===== config.mk =====
export PLATFORM = sky130hd
export DESIGN_NAME = smart_mac_multi
export DESIGN_NICKNAME = d
export VERILOG_FILES = /design/src/rtl/smart_mac_pkg.sv /design/src/rtl/smart_region_check.sv /design/src/rtl/smart_mac_multi.sv
export SDC_FILE = /design/constraint.sdc
export NUM_CORES = 1
export LEC_CHECK = 0
export BUFFER_PORTS_ARGS = -buffer_cell sky130_fd_sc_hd__buf_2
export CAP_MARGIN = 5
export CORE_UTILIZATION = 45
export DETAILED_ROUTE_END_ITERATION = 7
export GPL_TIMING_DRIVEN = 0
export PLACE_DENSITY = 0.65
export SLEW_MARGIN = 20
export SYNTH_ARGS = -nofsm -noshare
export SYNTH_HDL_FRONTEND = slang
export SYNTH_HIERARCHICAL = 1
export SYNTH_SLANG_ARGS = --single-unit

===== constraint.sdc =====
create_clock -name mclk -period 3.1 [get_ports mclk]
set_input_delay 0.62 -clock mclk [delete_from_list [all_inputs] [get_ports mclk]]
set_output_delay 0.62 -clock mclk [all_outputs]
set_load 0.05 [all_outputs]

===== src/rtl/smart_mac_pkg.sv =====
// Shared encodings for the multi-region SMART memory access controller.
//   cfg_sel_e    : configuration field select (safe/code low/high bounds)
//   viol_cause_e : cause reported for the last violation
//   state_e      : controller state (config, monitor, resetting)
//   code_t       : current-code-region tag, CodeNone when outside every region
package smart_mac_pkg;

  typedef enum logic [1:0] {
    SelSafeLo = 2'd0,
    SelSafeHi = 2'd1,
    SelCodeLo = 2'd2,
    SelCodeHi = 2'd3
  } cfg_sel_e;

  typedef enum logic [1:0] {
    CauseNone  = 2'b00,
    CauseData  = 2'b01,
    CauseEntry = 2'b10
  } viol_cause_e;

  typedef enum logic [1:0] {
    StConfig    = 2'd0,
    StMonitor   = 2'd1,
    StResetting = 2'd2
  } state_e;

  localparam int unsigned MaxRegions = 8;
  localparam int unsigned CodeW      = 4;

  typedef logic [CodeW-1:0] code_t;

  // One past the largest region index, so it never aliases a real region.
  localparam code_t CodeNone = code_t'(MaxRegions);

endpackage


===== src/rtl/smart_region_check.sv =====
// One key/code region pair: holds the four bound registers and range-matches
// the current data and fetch addresses against them.
//   clk_i, rst_ni  : clock, synchronous active-low reset
//   wr_en_i        : write the field chosen by wr_sel_i with wr_data_i
//   mem_addr_i     : data access address
//   ins_addr_i     : fetch address
//   active_o       : both ranges are non-empty
//   safe_hit_o     : mem_addr_i in [safe_lo, safe_hi) (not gated by active_o)
//   code_hit_o     : ins_addr_i in [code_lo, code_hi) (not gated by active_o)
//   is_entry_o     : ins_addr_i equals the region entry point (code_lo)
module smart_region_check
  import smart_mac_pkg::*;
#(
  parameter int unsigned AddrW = 16
) (
  input  logic             clk_i,
  input  logic             rst_ni,
  input  logic             wr_en_i,
  input  logic [1:0]       wr_sel_i,
  input  logic [AddrW-1:0] wr_data_i,
  input  logic [AddrW-1:0] mem_addr_i,
  input  logic [AddrW-1:0] ins_addr_i,
  output logic             active_o,
  output logic             safe_hit_o,
  output logic             code_hit_o,
  output logic             is_entry_o
);

  logic [AddrW-1:0] safe_lo_q, safe_hi_q, code_lo_q, code_hi_q;

  always_ff @(posedge clk_i) begin
    if (!rst_ni) begin
      safe_lo_q <= '0;
      safe_hi_q <= '0;
      code_lo_q <= '0;
      code_hi_q <= '0;
    end else if (wr_en_i) begin
      unique case (cfg_sel_e'(wr_sel_i))
        SelSafeLo: safe_lo_q <= wr_data_i;
        SelSafeHi: safe_hi_q <= wr_data_i;
        SelCodeLo: code_lo_q <= wr_data_i;
        SelCodeHi: code_hi_q <= wr_data_i;
      endcase
    end
  end

  always_comb begin
    active_o   = (safe_lo_q < safe_hi_q) && (code_lo_q < code_hi_q);
    safe_hit_o = (mem_addr_i >= safe_lo_q) && (mem_addr_i < safe_hi_q);
    code_hit_o = (ins_addr_i >= code_lo_q) && (ins_addr_i < code_hi_q);
    is_entry_o = (ins_addr_i == code_lo_q);
  end

endmodule


===== src/rtl/smart_mac_multi.sv =====
// Multi-region SMART memory access controller. Guards NUM_REGIONS key regions,
// each reachable only from its own trusted code region, which in turn may only
// be entered at its first address. A breach raises a RST_CYCLES-long CPU reset.
//   mclk, reset_n           : clock, synchronous active-low reset
//   cfg_we/idx/sel/data     : write-once region table programming
//   cfg_lock                : freeze the table and start monitoring
//   mem_en, mem_addr        : data bus access
//   ins_valid, ins_addr     : instruction fetch
//   dbg_en_req              : debug enable request
//   locked                  : table frozen
//   violation_rst           : reset request to the CPU
//   viol_region, viol_cause : region and cause of the last violation
//   in_safe_area            : CPU executing inside a trusted code region
//   dbg_en                  : gated debug enable
module smart_mac_multi
  import smart_mac_pkg::*;
#(
  parameter  int unsigned NUM_REGIONS = 4,
  parameter  int unsigned ADDR_W      = 16,
  parameter  int unsigned RST_CYCLES  = 4,
  localparam int unsigned IDX_W       = (NUM_REGIONS > 1) ? $clog2(NUM_REGIONS) : 1
) (
  input  logic              mclk,
  input  logic              reset_n,
  input  logic              cfg_we,
  input  logic [IDX_W-1:0]  cfg_idx,
  input  logic [1:0]        cfg_sel,
  input  logic [ADDR_W-1:0] cfg_data,
  input  logic              cfg_lock,
  input  logic              mem_en,
  input  logic [ADDR_W-1:0] mem_addr,
  input  logic              ins_valid,
  input  logic [ADDR_W-1:0] ins_addr,
  input  logic              dbg_en_req,
  output logic              locked,
  output logic              violation_rst,
  output logic [IDX_W-1:0]  viol_region,
  output logic [1:0]        viol_cause,
  output logic              in_safe_area,
  output logic              dbg_en
);

  localparam int unsigned CntW = (RST_CYCLES > 1) ? $clog2(RST_CYCLES) : 1;

  state_e           state_q;
  logic             locked_q, viol_rst_q, in_safe_q;
  logic [IDX_W-1:0] viol_region_q;
  viol_cause_e      viol_cause_q;
  code_t            cur_code_q;
  logic [CntW-1:0]  cnt_q;

  logic [NUM_REGIONS-1:0] active, safe_hit, code_hit, is_entry;
  logic [NUM_REGIONS-1:0] entry_v, data_v;

  for (genvar g = 0; g < NUM_REGIONS; g++) begin : g_region
    smart_region_check #(
      .AddrW(ADDR_W)
    ) u_check (
      .clk_i      (mclk),
      .rst_ni     (reset_n),
      .wr_en_i    (cfg_we && (state_q == StConfig) && (cfg_idx == IDX_W'(g))),
      .wr_sel_i   (cfg_sel),
      .wr_data_i  (cfg_data),
      .mem_addr_i (mem_addr),
      .ins_addr_i (ins_addr),
      .active_o   (active[g]),
      .safe_hit_o (safe_hit[g]),
      .code_hit_o (code_hit[g]),
      .is_entry_o (is_entry[g])
    );
  end

  code_t            fetch_code, ctx_code;
  logic             viol_hit;
  logic [IDX_W-1:0] viol_idx;
  viol_cause_e      viol_cause_d;

  always_comb begin
    // Lowest-numbered active region wins when code ranges overlap.
    fetch_code = CodeNone;
    for (int i = NUM_REGIONS - 1; i >= 0; i--) begin
      if (active[i] && code_hit[i]) fetch_code = code_t'(i);
    end
    ctx_code = ins_valid ? fetch_code : cur_code_q;

    for (int i = 0; i < NUM_REGIONS; i++) begin
      entry_v[i] = ins_valid && (fetch_code == code_t'(i)) && (cur_code_q != code_t'(i)) &&
                   !is_entry[i];
      data_v[i]  = mem_en && active[i] && safe_hit[i] && (ctx_code != code_t'(i));
    end

    viol_hit     = 1'b0;
    viol_idx     = '0;
    viol_cause_d = CauseNone;
    for (int i = NUM_REGIONS - 1; i >= 0; i--) begin
      if (entry_v[i] || data_v[i]) begin
        viol_hit     = 1'b1;
        viol_idx     = IDX_W'(i);
        viol_cause_d = entry_v[i] ? CauseEntry : CauseData;
      end
    end
  end

  always_ff @(posedge mclk) begin
    if (!reset_n) begin
      state_q       <= StConfig;
      locked_q      <= 1'b0;
      viol_rst_q    <= 1'b0;
      viol_region_q <= '0;
      viol_cause_q  <= CauseNone;
      cur_code_q    <= CodeNone;
      in_safe_q     <= 1'b0;
      cnt_q         <= '0;
    end else begin
      case (state_q)
        StConfig: begin
          if (cfg_lock) begin
            state_q  <= StMonitor;
            locked_q <= 1'b1;
          end
        end
        StMonitor: begin
          if (viol_hit) begin
            state_q       <= StResetting;
            viol_rst_q    <= 1'b1;
            viol_region_q <= viol_idx;
            viol_cause_q  <= viol_cause_d;
            cur_code_q    <= CodeNone;
            in_safe_q     <= 1'b0;
            cnt_q         <= '0;
          end else if (ins_valid) begin
            // in_safe tracks the next cur_code so it appears one cycle after the fetch.
            cur_code_q <= fetch_code;
            in_safe_q  <= (fetch_code != CodeNone);
          end
        end
        StResetting: begin
          if (cnt_q == CntW'(RST_CYCLES - 1)) begin
            state_q    <= StMonitor;
            viol_rst_q <= 1'b0;
          end else begin
            cnt_q <= cnt_q + CntW'(1);
          end
        end
        default: state_q <= StConfig;
      endcase
    end
  end

  assign locked        = locked_q;
  assign violation_rst = viol_rst_q;
  assign viol_region   = viol_region_q;
  assign viol_cause    = viol_cause_q;
  assign in_safe_area  = in_safe_q;
  assign dbg_en        = dbg_en_req & ~in_safe_q & ~viol_rst_q;

endmodule


**Word-level counts from Yosys, hierarchy flattened**

Cells that the tools add are included.

- Input bits: 59
- Logic and storage cells: 197
- Output and inout port bits: 8
- Flip-flop bits (word level): 271

- $add $sub $neg: 1
- Bitwise logic cells: 4
- Eq/ne operators: 27
- Muxes and demuxes: 34
- Reduce and logical (&&, ||, !) cells: 83
- $lt $le $gt $ge: 24

Operators by type and width:

| kind | count |
|---|---|
| less-than comparator 16 bit | 16 |
| greater-or-equal comparator 16 bit | 8 |
| == test 16 bit | 4 |
| logical AND 1 bit | 45 |
| AND reduction 2 bit | 19 |
| 2-to-1 mux 2 bit | 17 |
| 2-to-1 mux 4 bit | 6 |
| != test 4 x 2 -> 1 bit (second input constant) | 4 |
| == test 2 bit (second input constant) | 6 |
| AND reduction 3 bit | 3 |
| == test 4 x 2 -> 1 bit (second input constant) | 2 |
| 2-to-1 mux 1 bit | 8 |
| != test 2 bit (second input constant) | 4 |
| != test 4 x 1 -> 1 bit (second input constant) | 2 |
| nonzero test 4 bit | 2 |
| == test 2 x 1 -> 1 bit (second input constant) | 3 |
| logical NOT 2 bit | 3 |
| case mux 2 bit (3 select lines) | 1 |
| == test 4 x 1 -> 1 bit (second input constant) | 1 |
| logical NOT 1 bit | 4 |
| logical NOT 4 bit | 1 |
| logical OR 1 bit | 4 |
| != test 4 bit (second input constant) | 1 |
| case mux 2 bit (2 select lines) | 1 |
| 5 further kinds | 8 |

**Depth between registers and ports, before layout**

Gate-level depths: netlist of the first run.

- Depth after elaboration: 18
- Mapped depth: 13
- Depth with buffers taken out: 13

**Hierarchy**

The synthesis of the first run kept the hierarchy.

Modules (own cells, without submodules):

| module | sequential area each (um^2) | cells each | area an instance (um^2) | instances |
|---|---|---|---|---|
| smart_region_check at g_region[0].u_check ... | 1281.2 | 575 | 4549.4 | 3 |
| smart_region_check at g_region[1].u_check | 1281.2 | 575 | 4550.6 | 1 |
| smart_mac_multi | 300.3 | 150 | 1172.4 | 1 |

**Worst setup path before layout of the first run**

OpenSTA, ideal clock, no wires.

- Path kind: input-to-reg
- Start point: input ins_addr[5]
- End point: register viol_cause_q[0], in the netlist viol_cause[0]
- Path buffers: 0
- Arrival time: 2.933 ns
- Cell stages on the path: 12
- Data required time: 2.985 ns
- Setup slack: 0.052 ns
- Cells stage by stage: ha_1 > a21o_1 > a221o_1 > a21oi_1 > o21ai_0 > o211a_1 > a21bo_2 > a21oi_1 > a32oi_2 > o21ai_2 > o21ai_4 > o21a_1

- Elaborated cells on any way between the ends: 70
- Those cells by class: order compare: 8; eq/ne: 10; mux: 17; reduce/logical: 35

RTL lines:

| what | line | text |
|---|---|---|
| from (decl) | smart_mac_multi.sv:33 | `input logic [ADDR_W-1:0] ins_addr,` |
| greater-or-equal comparator 16 bit / less-than comparator 16 bit (equally long branches) | smart_region_check.sv:50 | `code_hit_o = (ins_addr_i >= code_lo_q) && (ins_addr_i < code_hi_q);` |
| logical AND 1 bit * | smart_region_check.sv:50 |  |
| via code_hit[0] | smart_mac_multi.sv:52 | `logic [NUM_REGIONS-1:0] active, safe_hit, code_hit, is_entry;` |
| logical AND 1 bit * | smart_mac_multi.sv:82 | `if (active[i] && code_hit[i]) fetch_code = code_t'(i);` |
| 2-to-1 mux 4 bit * | smart_mac_multi.sv:82 |  |
| == test 4 x 2 -> 1 bit | smart_mac_multi.sv:87 | `entry_v[i] = ins_valid && (fetch_code == code_t'(i)) && (cur_code_q != code_t'(i)) &&` |
| logical AND 1 bit (3 in a row) | smart_mac_multi.sv:87 |  |
| logical OR 1 bit | smart_mac_multi.sv:96 | `if (entry_v[i] \|\| data_v[i]) begin` |
| 2-to-1 mux 1 bit (4 in a row) | smart_mac_multi.sv:96 |  |
| AND reduction 2 bit (no source line) | - |  |
| to (signal assigned) | smart_mac_multi.sv:110 | `viol_cause_q <= CauseNone;` |
| to (signal assigned) | smart_mac_multi.sv:127 | `viol_cause_q <= viol_cause_d;` |
| to (decl) | smart_mac_multi.sv:48 | `viol_cause_e viol_cause_q;` |

The timed path passes the listed nets; every way through them passes the cells marked *.
A chain may end at the register's enable or synchronous reset.

**Worst setup path in the final report of the first run**

- Start point: register g_region[2].u_check.code_lo_q[13]
- End point: register viol_cause_q[0], in the netlist viol_cause[0]

- Word-level cells in the longest chain between the ends: 16
- Elaborated cells on any way between the ends: 54
- Those cells by class: order compare: 2; eq/ne: 7; mux: 16; reduce/logical: 29

Ends and longest elaborated chain:

| what | line | text |
|---|---|---|
| from (decl) | smart_region_check.sv:29 | `logic [AddrW-1:0] safe_lo_q, safe_hi_q, code_lo_q, code_hi_q;` |
| from (signal assigned) | smart_region_check.sv:41 | `SelCodeLo: code_lo_q <= wr_data_i;` |
| greater-or-equal comparator 16 bit * | smart_region_check.sv:50 |  |
| logical AND 1 bit * | smart_region_check.sv:50 |  |
| via code_hit[2] | smart_mac_multi.sv:52 |  |
| logical AND 1 bit * | smart_mac_multi.sv:82 |  |
| 2-to-1 mux 4 bit * (3 in a row) | smart_mac_multi.sv:82 |  |
| == test 4 x 2 -> 1 bit | smart_mac_multi.sv:87 |  |
| logical AND 1 bit (3 in a row) | smart_mac_multi.sv:87 |  |
| logical OR 1 bit | smart_mac_multi.sv:96 |  |
| 2-to-1 mux 1 bit (4 in a row) | smart_mac_multi.sv:96 |  |
| AND reduction 2 bit (no source line) | - |  |

Marked as above.

==> out/metrics.yaml, run 1 <==
arrival_ns: 3.71
multi_input_area_um2: 13200
crit_start: "g_region[2].u_check/code_lo_q[13]"
grt.total_usage_pct: 26.3
reg2regPathDepth: 14
drv_slew: 0
power-per-cell-area_nw_per_um2: 399
finalCritPeriodShare_pct: 106
ant_nets: 0
ys_warn_count: 6
worst_pin_slew_ns: 0.739
final-seq-area_um2: 5460
cts.sinks: 271
antenna_cells: 0
viasPerCell: 5.55
die_h_um: 209
synth_edf_count: 0
die-area_um2: 43900
fin_crit_ns: 3.28
holdCritPathClass: "input port to flop"
r2r-end: "viol_cause[0]"
avgSynthCellArea_um2: 7.91
core-area_um2: 42200
leakage_uw: 0.00830
grt_pass1_wl_um: 90800
clk_path_buf_depth: 3
nNetsFinal: 3008
final.setup.worst_slack_ns: -0.183
crit_path_end_kind: "flop"
cts_tree: "yes"
ys.flop_type: "dfxtp_1"
initial_core_util_pct: 45.9
timing.slew.headroom_pct: 50.5
path_class: "flop to flop"
cts_buffers: 34
totalWireLength_um: 57200
timing.fmax_mhz: 305
yosys.cell_types.count: 66
insertion_delay_ns: 0.56
route.detailed.wl_per_inst_um: 18.2
grt_pass1_vias: 17300
num-fill-cells: 3944
r2r_setup_slack_ns: -0.18
dp_hpwl_um: 42900
skew_ns: 0.0229
setup_viol: 14
finalPower_uw: 8910
critPathCapture: "viol_cause[0]"
htreeDepth: 2
clk_pin_slew_ns: 0.05
dr.pass1.iters: 6
drc: 0
r2r_start: "g_region[2].u_check/code_lo_q[13]"
via_count: 17400
io_buffers: 65
num_rows: 75
drtIter0Drc: 964
ys_ff_latch: 271
fp.dieW_um: 209
netlist_area_um2: 19400
antenna_found_initial: 0
overflow: 0
violations: "setup timing"
synth_cells: 2450
grt_max_degree: 29
place_congestion: 0.916
cp_max_fo: 4
area_delta_synth_final_pct: 15.3
async_reset_ff_share_pct: 0
finalHoldViolCount: 0
ys_seq_area_share_pct: 28.0
maxCapViolCount: 0
outcome: "complete, but fails checks"
drive_above_1_share_pct: 11.5
synth.net_count: 2878
pin_count: 67
cts_root_buf: "clkbuf_16"
rsz0062_at_grt: "true"
start_kind: "flop"
peakVddDrop_v: 0.000379
crit_required_ns: 3.53
final_core_util_pct: 52.9
-- synthesized netlist by cell type, drive strengths merged, types with 17 or more instances --
cell	instances	area [µm²]
nand4	55	344
o21ai	55	290
a21oi	127	643
a21boi	258	1940
nand3	33	165
ha	369	4620
a21o	24	180
nor4	21	156
dfxtp	271	5430
a211oi	26	195
clkbuf	61	229
buf	23	113
nor3	17	85.1
nand2b	18	113
o21a	27	204
inv	261	980
nor2	64	243
a2111oi	24	235
nand2	606	2280
-- final cells by class --
| class | count | share of cell area [%] |
|---|---|---|
| well taps | 539 | 3.02 |
| flip-flops and latches | 271 | 24.4 |
| clock inverters | 5 | 0.325 |
| plain buffers | 84 | 1.53 |
| repair buffers | 94 | 2.53 |
| clock buffers | 54 | 4.69 |
| multi-input cells | 1834 | 59.1 |
| inverters | 261 | 4.38 |
-- stage by stage --
| stage | area, µm² | worst slack [ns] | setup TNS, ns | std cells | hold WS [ns] |
|---|---|---|---|---|---|
| 2_1_floorplan | 19400 | 0.0525 | 0 | 2450 | 0.435 |
| 3_3_place_gp | 20400 | -0.976 | -16.47 | 3054 | 0.444 |
| 3_5_place_dp | 20400 | -1.04 | -15.08 | 3054 | 0.451 |
| 4_1_cts | 22100 | -0.0921 | -0.322 | 3136 | 0.305 |
| 5_1_grt | 22300 | -0.285 | -2.90 | 3142 | 0.338 |
| 6_report | 22300 | -0.183 | -1.28 | 3142 | 0.328 |
-- logic make-up (layout without fill, tap and decap cells) --
group / Yosys count / in the layout / synth area share (%)
AND/OR/NAND/NOR: 869 / 869 / 19.8
flip-flops: 271 / 271 / 28.0
buffers and inverters: 345 / 498 / 6.82
multiplexers: 2 / 2 / 0.103
adder cells (fa/ha/maj): 369 / 369 / 23.8
AO/OA/AOI/OAI: 594 / 594 / 21.5
-- registers in the layout, indices dropped and copies added (netlist names) --
name / count
cnt_q: 2
cur_code_q: 4
violation_rst: 1
viol_cause: 2
locked: 1
state_q: 2
g_region.u_check/safe_hi_q: 64
g_region.u_check/code_lo_q: 64
g_region.u_check/safe_lo_q: 64
in_safe_area: 1
viol_region: 2
g_region.u_check/code_hi_q: 64
-- worst max-delay path, stage by stage (launching register included) --
cell and delay (ns):
dfxtp_2 0.34, inv_2 0.05, ha_4 0.26, nand4_1 0.16, nor3_2 0.32, nand4_1 0.20, a221oi_2 0.31, o211a_4 0.29
and2_4 0.21, o211ai_1 0.15, and3_4 0.22, o21ai_4 0.22, o21ai_4 0.11, buf_6 0.14, o21a_1 0.18
-- how the worst min path moves through the flow --
stage                                           start                                 to  slack, ns  depth (start not counted)
floorplan           g_region[0].u_check/code_hi_q[10]  g_region[0].u_check/code_hi_q[10]       0.44                          2
global placement    g_region[1].u_check/code_hi_q[10]  g_region[1].u_check/code_hi_q[10]       0.44                          2
detailed placement  g_region[2].u_check/code_hi_q[11]  g_region[2].u_check/code_hi_q[11]       0.45                          2
CTS                                          cfg_lock                             locked       0.31                          3
global route                                 cfg_lock                             locked       0.34                          3
finish                                       cfg_lock                             locked       0.33                          3
-- routing by layer --
metal	GRT usage (%)	vias to the layer above	part of all wire, %
li1	-	8702	-
met1	32.8	8222	44
met2	46.4	389	48
met3	2.95	115	4.9
met4	9.79	0	3.4
met5	0	-	0
-- cell usage in the layout (no fill, tap or decap), types with 18 or more instances in the layout --
cell type	instances
nand2_1	603
ha_1	355
inv_1	250
dfxtp_1	249
a21boi_0	240
a21oi_1	116
buf_2	83
clkbuf_1	70
nor2_1	60
nand4_1	55
o21ai_0	50
clkbuf_16	35
nand3_1	33
o21a_1	26
buf_4	24
a21o_1	24
a211oi_1	22
dfxtp_2	21
nand2b_1	18
-- timing repair --
| action | in CTS | in global routing |
|---|---|---|
| hold buffers | 0 | 0 |
| resized for setup | 98 | 38 |
| pin swaps | 53 | 21 |
| buffers inserted | 23 | 6 |
| endpoints found under the setup margin | 54 | 76 |
-- report_power, final --
group / total (µW) / switching [µW] / leakage, µW / internal (µW)
clock network: 3980 / 1580 / 0.000550 / 2400
logic: 1350 / 842 / 0.00555 / 511
registers: 3570 / 38.9 / 0.00220 / 3530
total: 8910 / 2460 / 0.00830 / 6440
Note: power is estimated with default switching activity, not from simulation.
==> inputs of run 2 (changes only) <==
--- a/config.mk
+++ b/config.mk
@@ -14,5 +14,4 @@
 export SLEW_MARGIN = 20
 export SYNTH_ARGS = -nofsm -noshare
 export SYNTH_HDL_FRONTEND = slang
-export SYNTH_HIERARCHICAL = 1
 export SYNTH_SLANG_ARGS = --single-unit
==> run 2 against run 1 <==
  * The run still ends with setup timing left
  * Power rose by 2.6%
  * Flip-flop and latch count did not move
  * Worst hold slack improved by 0.013 ns
  * Sequential power barely moved
  * Maximum frequency fell by 5.2%
  * Final cell count fell by 0.22%
  * Sequential share of layout area rose by 0.35 points
  * Clock power rose by 4%
  * Critical path type is now input port to flop
  * Critical endpoint is now cur_code_q[1]
  * Largest cell class unchanged
==> out/metrics.yaml, run 2 <==
area_delta_synth_final_pct: 18.7
finalCritPeriodShare_pct: 112  # +5.8 points
layout_common_cells: "nand2_1, a21oi_1, ha_1"
fp.dieW_um: 205  # -1.9%
htreeDepth: 2  # unchanged
r2r_setup_slack_ns: -0.36  # -0.18 ns
multi_input_area_um2: 12700  # -3.6%
synth_common_cells: "nand2_1, ha_1, a21oi_1"
cts.sinks: 271  # unchanged
worst_pin_slew_ns: 1.27  # +0.533 ns
antenna_found_initial: 4  # +4
fin_hold_ws_ns: 0.341  # +0.0127 ns
synth.net_count: 2861  # -0.59%
pin_count: 67  # unchanged
r2r_start: "g_region[2].u_check.code_lo_q[14]"
rsz0062_at_grt: "true"
die_h_um: 205  # -1.9%
timing.slew.headroom_pct: 15.2  # -35 points
place_congestion: 0.931  # +1.6%
timing.fmax_mhz: 289  # -5.2%
hold_path_end: "locked"
pre_cts_slack_ns: -1.71  # -0.672 ns
initial_core_util_pct: 45.6  # -0.26 points
num_rows: 74  # -1.3%
drc: 0  # unchanged
finalPower_uw: 9140  # +2.6%
clk_pin_slew_ns: 0.06  # about the same
nNetsFinal: 3007  # -0.033%
power-per-cell-area_nw_per_um2: 413  # +3.7%
outcome: "complete, but fails checks"
synth_top_area_share_pct: 29.1  # +1.1 points
ys.flop_type: "dfxtp_1"
skew_ns: 0.0274  # +0.00443 ns
crit_required_ns: 3.56  # +0.03 ns
cp_max_fo: 8  # +4
leakage_uw: 0.00823  # -0.88%
synth_most_common_cell: "nand2_1"
dr.pass1.iters: 7  # +1
holdCritPathClass: "input port to flop"
synth.largest_area_cell: "dfxtp_1"
final_common_cell: "nand2_1"
cts_buffers: 34  # unchanged
synth_edf_count: 0  # unchanged
grt_pass1_wl_um: 100000  # +10%
grt_max_degree: 13  # -55%
synthTopCellsByArea: "dfxtp_1, ha_1, nand2_1"
postCtsHoldBufs: 0  # unchanged
path_class: "input port to flop"
min_from: "cfg_lock"
setup_viol: 14  # unchanged
core-area_um2: 40800  # -3.3%
antenna_cells: 0  # unchanged
maxCapViolCount: 0  # unchanged
ys_seq_area_share_pct: 29.1  # +1.1 points
cts_tree: "yes"
grt_pass1_vias: 17800  # +2.9%
reg2regPathDepth: 14  # unchanged
finalHoldViolCount: 0  # unchanged
insertion_delay_ns: 0.56  # about the same
num-fill-cells: 3784  # -4.1%
overflow: 0  # unchanged
drtIter0Drc: 1467  # +52%
r2r-end: "cur_code_q[1]"
avgSynthCellArea_um2: 7.65  # -3.2%
dp_hpwl_um: 48200  # +12%
stdcell_count: 3135  # -0.22%
final-seq-area_um2: 5470  # +0.34%
die-area_um2: 42200  # -3.8%
ys_ff_latch: 271  # unchanged
clk_path_buf_depth: 3  # unchanged
ys_warn_count: 0  # -6
via_count: 18300  # +5.1%
ant_nets: 0  # unchanged
yosys.cell_types.count: 75  # +14%
crit_path_end_kind: "flop"
viasPerCell: 5.84  # +5.3%
worstHoldPathCells: 3  # unchanged
synth_cells: 2433  # -0.69%
route.detailed.wl_per_inst_um: 21.4  # +18%
totalWireLength_um: 67100  # +17%
arrival_ns: 3.92  # +0.21 ns
drive_above_1_share_pct: 13.4  # +1.8 points
drv_slew: 0  # unchanged
peakVddDrop_v: 0.000400  # +5.5%
violations: "setup timing"
netlist_area_um2: 18600  # -3.9%
setup_tns_ns: -4.23  # -2.96 ns
cts_root_buf: "clkbuf_16"
io_buffers: 49  # -25%
dp_cells: 3014  # -1.3%
final.setup.worst_slack_ns: -0.362  # -0.180 ns
async_reset_ff_share_pct: 0  # unchanged
grt.total_usage_pct: 31.7  # +5.4 points
fin_crit_ns: 3.46  # +0.180 ns
start_kind: "input port"
## run 2: cell types whose count changed in the layout (fill, tap and decap cells not counted), sizes merged, moves of 16 or more
cell,before,now
a21boi,258,3
a21o,24,46
a21oi,127,362
clkbuf,115,143
o21a,27,7
o21ai,55,71
## run 2: what timing repair did
item,CTS,global route
setup buffers,45,16
pin swaps,69,26
gates resized for setup,139,47
setup endpoints to repair,21,34
## run 2: per-stage QoR
step / util (%) / instance area (µm²)
finish: 54.1 / 22100
CTS: 53.2 / 21700
global placement: 48.2 / 19700
detailed placement: 48.2 / 19700
floorplan: - / 18800
global route: 54.1 / 22100
## run 2: critical path: stages
cell,delay [ns]
buf_2,0.25
ha_1,0.40
nand4_1,0.22
a2111oi_0,0.51
o21ai_0,0.16
o22a_2,0.30
buf_4,0.17
nand2_4,0.09
a311oi_2,0.11
a311o_2,0.45
buf_6,0.15
nor4_4,0.26
o21ai_1,0.09
a21oi_1,0.13
## run 2: layout make-up
class,count,share of cell area (%)
clock buffer,50,4.67
sequential,271,24.8
buffer,98,1.70
clock inverter,10,0.481
timing repair buffer,110,3.41
tap,532,3.01
inverter,255,4.37
multi-input combinational,1809,57.6
## run 2: kinds of logic (layout without fill, tap and decap cells)
| logic type | after synthesis | count (layout) | synth area share, % |
|---|---|---|---|
| buffers and inverters | 353 | 523 | 7.11 |
| multiplexers | 3 | 3 | 0.181 |
| adder cells (fa/ha/maj) | 369 | 369 | 24.8 |
| flip-flops | 271 | 271 | 29.1 |
| AO/OA/AOI/OAI | 596 | 596 | 19.0 |
| AND/OR/NAND/NOR | 841 | 841 | 19.8 |
## run 2: power by group
group | switching (µW) | internal (µW)
registers | 35.8 | 3530
logic | 942 | 503
clock network | 1660 | 2470
total | 2640 | 6500
## run 2: how the worst max path moves through the flow
stage / startpoint / end / slack, ns
floorplan: ins_addr[14] / cur_code_q[3] / -0.26
detailed placement: ins_addr[14] / cur_code_q[1] / -1.71
finish: ins_addr[15] / cur_code_q[1] / -0.36
CTS: g_region[1].u_check.safe_hi_q[13] / cur_code_q[1] / -0.33
global placement: ins_addr[14] / viol_cause[1] / -1.74
global route: g_region[3].u_check.code_hi_q[14] / cur_code_q[1] / -0.56
## run 2: layer usage
| metal | GRT usage (%) | part of all wire (%) |
|---|---|---|
| met5 | 0 | 0.039 |
| met4 | 15.0 | 4.8 |
| met3 | 5.92 | 8.2 |
| met2 | 51.1 | 44 |
| met1 | 40.6 | 43 |
==> inputs of run 3 (changes only) <==
--- a/config.mk
+++ b/config.mk
@@ -11,6 +11,7 @@
 export DETAILED_ROUTE_END_ITERATION = 7
 export GPL_TIMING_DRIVEN = 0
 export PLACE_DENSITY = 0.65
+export SETUP_SLACK_MARGIN = 0.1
 export SLEW_MARGIN = 20
 export SYNTH_ARGS = -nofsm -noshare
 export SYNTH_HDL_FRONTEND = slang
==> run 3 against run 2 <==
  * The run still ends with setup timing left
  * Sequential share of layout area shrank 0.15 points
  * Register-to-register slack worse by 0.11 ns
  * Critical path depth increased by 1
  * Routed wire length is 1.5% lower
  * Maximum frequency shrank 3.1%
  * Largest power group unchanged
  * First-iteration DRC count increased by 3.1%
  * Worst setup slack got worse by 0.11 ns
  * Count of clock-buffer cells in the layout shrank 4
  * Global-route usage decreased by 0.59 points
  * Critical endpoint is now viol_cause[0]
==> out/metrics.yaml, run 3 (synthesis gave the netlist of run 2 again) <==
comb_power_share_pct: 15.9  # about the same
io_buffers: 49  # unchanged
htreeDepth: 2  # unchanged
timing.fmax_mhz: 280  # -3.1%
reg2regPathDepth: 15  # +1
grt_pass1_wl_um: 98100  # -2.2%
die_h_um: 205  # unchanged
num-fill-cells: 3748  # -0.95%
arrival_ns: 3.98  # +0.06 ns
finalPower_uw: 9090  # -0.53%
switching_power_uw: 2620  # -0.70%
peakVddDrop_v: 0.000331  # -17%
grt_max_degree: 13  # unchanged
power_frac_seq_pct: 39.2  # +0.2 points
area_delta_synth_final_pct: 19.0
p_clk_share_pct: 44.8  # -0.4 points
cts_tree: "yes"
switching_share_pct: 28.8  # -0.048 points
cts_buffers: 34  # unchanged
cp_max_fo: 7  # -1
pin_count: 67  # unchanged
drtIter0Drc: 1513  # +3.1%
worstHoldPathCells: 3  # unchanged
finalHoldViolCount: 0  # unchanged
final.setup.worst_slack_ns: -0.471  # -0.109 ns
clk_path_buf_depth: 3  # unchanged
dp_cells: 3014  # unchanged
nNetsFinal: 2996  # -0.37%
final_common_cell: "nand2_1"
skew_ns: 0.0303  # +0.00291 ns
setup_viol: 14  # unchanged
clk_pin_slew_ns: 0.06  # about the same
fp.dieW_um: 205  # unchanged
cts_root_buf: "clkbuf_16"
via_count: 18000  # -1.6%
antenna_found_initial: 4  # unchanged
die-area_um2: 42200  # unchanged
drc: 0  # unchanged
path_class: "flop to flop"
num_rows: 74  # unchanged
leakage_uw: 0.00818  # -0.59%
outcome: "complete, but fails checks"
holdCritPathClass: "input port to flop"
crit_path_end_kind: "flop"
fin_crit_ns: 3.57  # +0.109 ns
finalCritPeriodShare_pct: 115  # +3.5 points
route.detailed.wl_per_inst_um: 21.2  # -1.1%
postCtsHoldBufs: 0  # unchanged
timing.slew.headroom_pct: 17.5  # +2.2 points
overflow: 0  # unchanged
insertion_delay_ns: 0.55  # about the same
violations: "setup timing"
drive_above_1_share_pct: 12.7  # -0.67 points
stdcell_count: 3125  # -0.32%
dr.pass1.iters: 6  # -1
worst_pin_slew_ns: 1.24  # -0.0337 ns
totalWireLength_um: 66100  # -1.5%
maxCapViolCount: 0  # unchanged
ant_nets: 0  # unchanged
cts.sinks: 271  # unchanged
crit_required_ns: 3.51  # -0.05 ns
core-area_um2: 40800  # unchanged
p_int_uw: 6470  # -0.46%
grt.total_usage_pct: 31.1  # -0.59 points
power-per-cell-area_nw_per_um2: 410  # -0.75%
initial_core_util_pct: 45.6  # unchanged
viasPerCell: 5.77  # -1.2%
start_kind: "flop"
dp_hpwl_um: 48100  # -0.24%
grt_pass1_vias: 17400  # -2.4%
layout_common_cells: "nand2_1, a21oi_1, ha_1"
rsz0062_at_grt: "true"
place_congestion: 0.907  # -2.6%
drv_slew: 0  # unchanged
-- run 3: cell types whose count changed in the layout (fill, tap and decap cells not counted), sizes merged --
cell and delta:
diode +3, bufinv +1, buf -11, clkinv +1, clkbuf -4
-- run 3: power groups by stage --
stage | clock, µW | combinational [µW] | sequential (µW)
6_report | 4080 | 1450 | 3570
5_1_grt | 4240 | 1560 | 3570
4_1_cts | 4100 | 1330 | 3560
3_5_place_dp | 0 | 1240 | 3640
3_3_place_gp | 0 | 1190 | 3640
2_1_floorplan | 0 | 734 | 3650
-- run 3: metrics by stage --
| step | setup TNS (ns) | setup WS (ns) | utilization, % | area (µm²) | hold WS, ns |
|---|---|---|---|---|---|
| after floorplan | -2.06 | -0.263 | - | 18800 | 0.436 |
| after global placement | -23.74 | -1.81 | 48.2 | 19700 | 0.443 |
| after detailed placement | -18.91 | -1.46 | 48.3 | 19700 | 0.446 |
| after CTS | -4.32 | -0.387 | 52.6 | 21500 | 0.330 |
| after global routing | -6.29 | -0.532 | 54.3 | 22200 | 0.395 |
| final | -5.30 | -0.471 | 54.3 | 22200 | 0.341 |
-- run 3: repair_timing --
item,4_1_cts,5_1_grt
hold endpoints to repair,0,0
pin swaps,42,38
gates resized for setup,98,89
setup endpoints to repair,24,49
buffers inserted,28,21
-- run 3: worst paths after layout --
kind / startpoint / to / slack, ns
setup / recovery: g_region[1].u_check.safe_hi_q[2] / viol_cause[0] / -0.47
hold / removal: cfg_lock / locked / 0.34
setup reg to reg: g_region[1].u_check.safe_hi_q[2] / viol_cause[0] / -0.47
hold reg to reg: g_region[3].u_check.code_hi_q[2] / g_region[3].u_check.code_hi_q[2] / 0.45
-- run 3: worst max-delay path: stages (launching register included) --
cell	delay, ns
dfxtp_2	0.33
inv_2	0.05
ha_4	0.26
a211oi_2	0.06
a2111o_1	0.49
a2111oi_4	0.57
nor3_4	0.10
buf_6	0.17
o2111ai_4	0.12
buf_6	0.14
o311ai_4	0.14
mux2i_4	0.24
buf_12	0.15
nor3_4	0.26
nor2_4	0.12
o211a_1	0.23
-- run 3: per-layer routing --
metal	track usage (%)	vias up	part of all wire, %
met1	41.0	8477	42
met3	5.31	143	9.4
met4	14.1	2	4.6
li1	-	8642	-
met2	49.4	763	44
met5	0	-	0.023
-- run 3: layout make-up --
type,count,area [µm²],share of cell area [%]
flip-flops and latches,271,5450,24.6
clock buffers,46,967,4.37
clock inverters,12,145,0.655
multi-input cells,1809,12900,58.3
inverters,255,961,4.34
well taps,532,666,3.00
diodes,3,7.51,0.0339
plain buffers,98,375,1.69
repair buffers,99,669,3.02
